## src/rtl/sr_latch_driver_if.sv

```systemverilog
// Request/drive bundle between a requester and sr_latch_driver.
// q_fb/fb_err exist only when SR_DRV_READBACK_EN is defined.
interface sr_latch_driver_if;
  logic req_valid;
  logic req_level;
  logic req_force;
  logic req_ready;
  logic s;
  logic r;
  logic q_exp;
  logic busy;
  logic skip;
`ifdef SR_DRV_READBACK_EN
  logic q_fb;
  logic fb_err;

  modport master (
    output req_valid,
    output req_level,
    output req_force,
    output q_fb,
    input  req_ready,
    input  s,
    input  r,
    input  q_exp,
    input  busy,
    input  skip,
    input  fb_err
  );

  modport slave (
    input  req_valid,
    input  req_level,
    input  req_force,
    input  q_fb,
    output req_ready,
    output s,
    output r,
    output q_exp,
    output busy,
    output skip,
    output fb_err
  );
`else
  modport master (
    output req_valid,
    output req_level,
    output req_force,
    input  req_ready,
    input  s,
    input  r,
    input  q_exp,
    input  busy,
    input  skip
  );

  modport slave (
    input  req_valid,
    input  req_level,
    input  req_force,
    output req_ready,
    output s,
    output r,
    output q_exp,
    output busy,
    output skip
  );
`endif
endinterface

```

## src/rtl/sr_latch_driver.sv

```systemverilog
// Turns level requests into width-controlled s/r pulses for an SR latch, with a recovery gap.
// Optional readback compare (q_fb vs q_exp on IDLE entry) enabled by SR_DRV_READBACK_EN.
module sr_latch_driver #(
  parameter int unsigned PULSE_W = 2,
  parameter int unsigned GAP_W   = 1
) (
  input logic              clk,
  input logic              rst,
  sr_latch_driver_if.slave bus
);

  localparam logic [7:0] PulseCnt = 8'(PULSE_W - 1);
  localparam logic [7:0] GapCnt   = (GAP_W == 0) ? 8'd0 : 8'(GAP_W - 1);

  typedef enum logic [1:0] {
    StInit,
    StPulse,
    StGap,
    StIdle
  } state_e;

  state_e     state_q, state_d;
  logic [7:0] cnt_q, cnt_d;
  logic       s_q, s_d;
  logic       r_q, r_d;
  logic       q_exp_q, q_exp_d;
  logic       skip_q, skip_d;
  logic       enter_idle;

  always_comb begin
    state_d    = state_q;
    cnt_d      = cnt_q;
    s_d        = s_q;
    r_d        = r_q;
    q_exp_d    = q_exp_q;
    skip_d     = 1'b0;
    enter_idle = 1'b0;

    unique case (state_q)
      StInit: begin
        // Known starting point: always drive the latch to 0 first.
        s_d     = 1'b0;
        r_d     = 1'b1;
        cnt_d   = PulseCnt;
        state_d = StPulse;
      end
      StPulse: begin
        if (cnt_q == 8'd0) begin
          s_d = 1'b0;
          r_d = 1'b0;
          if (GAP_W == 0) begin
            state_d    = StIdle;
            enter_idle = 1'b1;
          end else begin
            cnt_d   = GapCnt;
            state_d = StGap;
          end
        end else begin
          cnt_d = cnt_q - 8'd1;
        end
      end
      StGap: begin
        if (cnt_q == 8'd0) begin
          state_d    = StIdle;
          enter_idle = 1'b1;
        end else begin
          cnt_d = cnt_q - 8'd1;
        end
      end
      StIdle: begin
        if (bus.req_valid) begin
          if (bus.req_force || (bus.req_level != q_exp_q)) begin
            s_d     = bus.req_level;
            r_d     = !bus.req_level;
            q_exp_d = bus.req_level;
            cnt_d   = PulseCnt;
            state_d = StPulse;
          end else begin
            skip_d = 1'b1;
          end
        end
      end
      default: state_d = StInit;
    endcase
  end

  always_ff @(posedge clk or posedge rst) begin
    if (rst) begin
      state_q <= StInit;
      cnt_q   <= 8'd0;
      s_q     <= 1'b0;
      r_q     <= 1'b0;
      q_exp_q <= 1'b0;
      skip_q  <= 1'b0;
    end else begin
      state_q <= state_d;
      cnt_q   <= cnt_d;
      s_q     <= s_d;
      r_q     <= r_d;
      q_exp_q <= q_exp_d;
      skip_q  <= skip_d;
    end
  end

`ifdef SR_DRV_READBACK_EN
  logic fb_err_q, fb_err_d;

  // Sticky: once the latch disagreed with the expected level, only reset clears it.
  always_comb begin
    fb_err_d = fb_err_q;
    if (enter_idle && (bus.q_fb != q_exp_q)) begin
      fb_err_d = 1'b1;
    end
  end

  always_ff @(posedge clk or posedge rst) begin
    if (rst) begin
      fb_err_q <= 1'b0;
    end else begin
      fb_err_q <= fb_err_d;
    end
  end

  assign bus.fb_err = fb_err_q;
`else
  logic unused_enter_idle;
  assign unused_enter_idle = enter_idle;
`endif

  assign bus.req_ready = (state_q == StIdle) && !rst;
  assign bus.busy      = (state_q != StIdle);
  assign bus.s         = s_q;
  assign bus.r         = r_q;
  assign bus.q_exp     = q_exp_q;
  assign bus.skip      = skip_q;

endmodule

```

## src/flat_wrapper.sv

```systemverilog
// flat-port wrapper written by rule: the top's interface ports become plain ports
module sr_latch_driver_flat 
#(
  parameter int unsigned PULSE_W = 2,
  parameter int unsigned GAP_W   = 1
)
  (clk, rst, bus_req_valid, bus_req_level, bus_req_force, bus_req_ready, bus_s, bus_r, bus_q_exp, bus_busy, bus_skip);
  sr_latch_driver_if bus_i ();
  input logic clk;
  input logic rst;
  input wire logic [$bits(bus_i.req_valid)-1:0] bus_req_valid;
  input wire logic [$bits(bus_i.req_level)-1:0] bus_req_level;
  input wire logic [$bits(bus_i.req_force)-1:0] bus_req_force;
  output wire logic [$bits(bus_i.req_ready)-1:0] bus_req_ready;
  output wire logic [$bits(bus_i.s)-1:0] bus_s;
  output wire logic [$bits(bus_i.r)-1:0] bus_r;
  output wire logic [$bits(bus_i.q_exp)-1:0] bus_q_exp;
  output wire logic [$bits(bus_i.busy)-1:0] bus_busy;
  output wire logic [$bits(bus_i.skip)-1:0] bus_skip;
  assign bus_i.req_valid = bus_req_valid;
  assign bus_i.req_level = bus_req_level;
  assign bus_i.req_force = bus_req_force;
  assign bus_req_ready = bus_i.req_ready;
  assign bus_s = bus_i.s;
  assign bus_r = bus_i.r;
  assign bus_q_exp = bus_i.q_exp;
  assign bus_busy = bus_i.busy;
  assign bus_skip = bus_i.skip;
  sr_latch_driver #(.PULSE_W(PULSE_W), .GAP_W(GAP_W)) u_core (.clk(clk), .rst(rst), .bus(bus_i));
endmodule
```

## config.mk

```make
export PLATFORM = sky130hd
export DESIGN_NAME = sr_latch_driver_flat
export DESIGN_NICKNAME = d
export VERILOG_FILES = /design/src/rtl/sr_latch_driver_if.sv /design/src/rtl/sr_latch_driver.sv /design/src/flat_wrapper.sv
export SDC_FILE = /design/constraint.sdc
export NUM_CORES = 1
export LEC_CHECK = 0
export BUFFER_PORTS_ARGS = -buffer_cell sky130_fd_sc_hd__buf_2
export CAP_MARGIN = 0
export CELL_PAD_IN_SITES_DETAIL_PLACEMENT = 0
export CELL_PAD_IN_SITES_GLOBAL_PLACEMENT = 2
export CORE_MARGIN = 1.5
export CORE_UTILIZATION = 35
export CTS_CLUSTER_SIZE = 40
export DETAILED_ROUTE_END_ITERATION = 8
export GPL_ROUTABILITY_DRIVEN = 1
export PLACE_DENSITY = 0.79
export SKIP_LAST_GASP = 1
export SYNTH_ARGS = -nofsm -noshare
export SYNTH_HDL_FRONTEND = slang
export SYNTH_SLANG_ARGS = --single-unit
```

## constraint.sdc

```tcl
create_clock -name clk -period 2.5 [get_ports clk]
set_clock_uncertainty 0.1 [all_clocks]
set_input_delay 0.625 -clock clk [delete_from_list [all_inputs] [get_ports clk]]
set_output_delay 0.625 -clock clk [all_outputs]
set_load 0.02 [all_outputs]
```

==> flow_summary_export.csv <==
group,metric,value,unit
cts,post_cts_buffers,0,
finish,n_antenna_cell,0,
sta,max_freq,479,MHz
critical_path,path_class,"reg2reg",
global_routing,grt_pass1_vias,665,
sta,rsz0062_at_grt,"false",
placed_design,dp_cells,123,
drt,wl,1.77,mm
synthesis,yosysTopAreaCell,"dfrtp_1",
drt,vias,680,
floorplan,rows,17,
critical_path,end_kind,"flip-flop",
floorplan,coreArea,2250,um2
sta,period_minus_slack,2.09,ns
finish,fillers,239,
drt,drc_errors,0,
critical_path,start_kind,"flip-flop",
floorplan,dieArea,2760,um2
sta,maxSlewHeadroom,62.5,%
global_routing,grt_max_degree,15,
power_and_ir_drop,report.power.total,0.00148,W
finish,fin_nets,112,
synthesis,ys_seq_area_share,40.8,%
cts,cts_tree,"built",
critical_path,cpPeakStageDelay,0.43,ns
power_and_ir_drop,power_density,1520,nW/um2
sta,hold_viol,0,
drt,drt_iter0_drc,10,
synthesis,synth_cells,84,
power_and_ir_drop,power_leakage,0.464,nW
status,outcome,"finished, final reports clean",
global_routing,overflow,0,
floorplan,start_util,38.1,%
placed_design,detailed_place_hpwl,1.33,mm
critical_path,cp_max_fo,4,
cts,clk_latency,0.28,ns
synthesis,synth_fp_nets,96,
sta,drv_slew,0,
sta,worst_pin_slew,0.561,ns
synthesis,yosysTopAreaCellShare,40.8,%
synthesis,avgSynthCellArea,10.2,um2
sta,setup-violations-final,0,
synthesis,synthFlopType,"dfrtp_1",
cts,hold_buffers,0,
critical_path,crit_required,2.57,ns
global_routing,grt_use_total,15.5,%
sta,setup-tns-final,0,ns
drt,ant_nets,0,
floorplan,dieWidth,52.5,um
cts,cts_root_buf,"clkbuf_4",
finish,drive_gt1_share,19.4,%
floorplan,io_pins,11,
critical_path,worstPathCellList,"inv_1 -> ha_1 -> nor3b_1 -> nand2_2 -> a211o_1 -> mux2_1",
sta,period_share,83.5,%
cts,cts.path.max_buffers,2,
sta,whs,0.289,ns
drt,viasPerCell,5.40,
synthesis,ys_types,33,
placed_design,portBuffers,10,
global_routing,grt_pass1_wl,3.01,mm
critical_path,worst_path_max_delay_cell,"nor3b_1",
synthesis,synth_area_leaders,"dfrtp_1 41%, ha_1 10%, inv_1 3.1%, nand2_1 3.1%, nor2_1 3.1%",
finish,final_cells,126,
finish,area_growth,13.4,%
cts,clk_pin_slew_worst_paths,0.08,ns
synthesis,synth_edf_count,0,
synthesis,ys_ff_latch,14,
floorplan,die_h,52.5,um
synthesis,yosys_warnings,0,
cts,cts_resized,0,
cts,cts_htree_levels,1,
flow_run,maxCapViolCount,0,
power_and_ir_drop,irDropWorstVdd,628,uV
drt,wl_per_cell,14.0,um
placed_design,gp_congestion,0.775,
drt,dr.pass1.iters,4,
cts,cts_made_buffers,3,
cts,cts_sinks,14,
hold_path,hold_path_class,"in2async",
synthesis,synth_common_cells,"14 x dfrtp_1, 7 x ha_1, 7 x inv_1, 7 x nand2_1, 7 x nor2_1",
synthesis,synth_area,858,um2
synthesis,synth.most_common_cell,"dfrtp_1",
critical_path,arrival,2.16,ns
synthesis,synthArstFlopShare,100,%
global_routing,antenna_found_initial,0,
## worst max-delay path, delay by kind of cell, from the launching register on
family,cells,cell delay [ns]
AO/OA/AOI/OAI,1,0.33
flip-flops,1,0.41
adder cells (fa/ha/maj),1,0.16
buffers and inverters,1,0.13
multiplexers,1,0.32
AND/OR/NAND/NOR,2,0.53
## through the flow
step	worst slack (ns)	area, um2	utilization, %
final	0.413	973	43.2
after CTS	0.420	973	43.2
after global placement	0.497	951	42.2
after global routing	0.232	973	43.2
after floorplan	0.588	858	-
after detailed placement	0.417	951	42.2
## registers in the layout, indices dropped and copies added, names as in the netlist
name,flops
u_core.state_q,2
u_core.bus.skip,1
u_core.bus.q_exp,1
u_core.bus.r,1
u_core.bus.s,1
u_core.cnt_q,8
## logic make-up after synthesis
| family | after synthesis | synth area share, % |
|---|---|---|
| AO/OA/AOI/OAI | 25 | 22.4 |
| XOR/XNOR | 1 | 1.02 |
| adder cells (fa/ha/maj) | 7 | 10.2 |
| buffers and inverters | 7 | 3.06 |
| flip-flops | 14 | 40.8 |
| multiplexers | 5 | 6.27 |
| AND/OR/NAND/NOR | 25 | 16.2 |
## cells in the final DEF (no fill, tap or decap)
master / instances
dfrtp_1: 14
buf_2: 10
inv_1: 7
nor2_1: 7
nand2_1: 7
ha_1: 7
o21ai_0: 5
a211o_1: 3
clkbuf_4: 3
o31a_1: 2
a32o_1: 2
and2_1: 2
mux2_1: 2
a22oi_1: 2
o31ai_1: 2
a21oi_1: 2
mux2i_1: 2
nor4_4: 1
xor2_1: 1
nand2b_1: 1
o31ai_2: 1
nor3b_1: 1
or2_2: 1
nor4_1: 1
nand2_2: 1
mux2_2: 1
or4_1: 1
a211oi_1: 1
o311a_1: 1
o2bb2ai_1: 1
nor3_1: 1
and2b_1: 1
a22o_1: 1
o221ai_1: 1
a21boi_0: 1
buf_4: 1
## power by group
| group | leakage [nW] | internal (W) | total (W) | switching (W) |
|---|---|---|---|---|
| Sequential | 0.179 | 0.000323 | 0.000429 | 0.000105 |
| Combinational | 0.271 | 0.000388 | 0.000920 | 0.000532 |
| Clock | 0.0138 | 0.0000560 | 0.000131 | 0.0000752 |
## layer usage
layer / vias to the layer above / global-route usage [%] / share of wire, %
met4: 0 / 7.69 / 2.3
met2: 15 / 24.0 / 44
li1: 341 / - / -
met1: 319 / 20.1 / 50
met5: - / 0 / 0
met3: 5 / 3.43 / 3.9
## area by class of cell
class / instances / area (um2) / share of cell area (%)
well taps: 28 / 35.0 / 3.60
repair buffers: 11 / 57.6 / 5.91
flip-flops and latches: 14 / 350 / 36.0
clock buffers: 3 / 22.5 / 2.31
inverters: 7 / 26.3 / 2.70
multi-input cells: 63 / 482 / 49.5
## worst paths after layout
kind | from | cells after the start | to | slack [ns]
max in group asynchronous | rst | 2 | u_core.cnt_q[6] | 1.64
min in group clk | u_core.bus.s | 1 | u_core.bus.s | 0.40
setup reg to reg | u_core.cnt_q[0] | 6 | u_core.bus.r | 0.41
setup / recovery | u_core.cnt_q[0] | 6 | u_core.bus.r | 0.41
hold / removal | rst | 2 | u_core.bus.skip | 0.29
hold reg to reg | u_core.bus.s | 1 | u_core.bus.s | 0.40
Power figures use the tool's default switching activity.
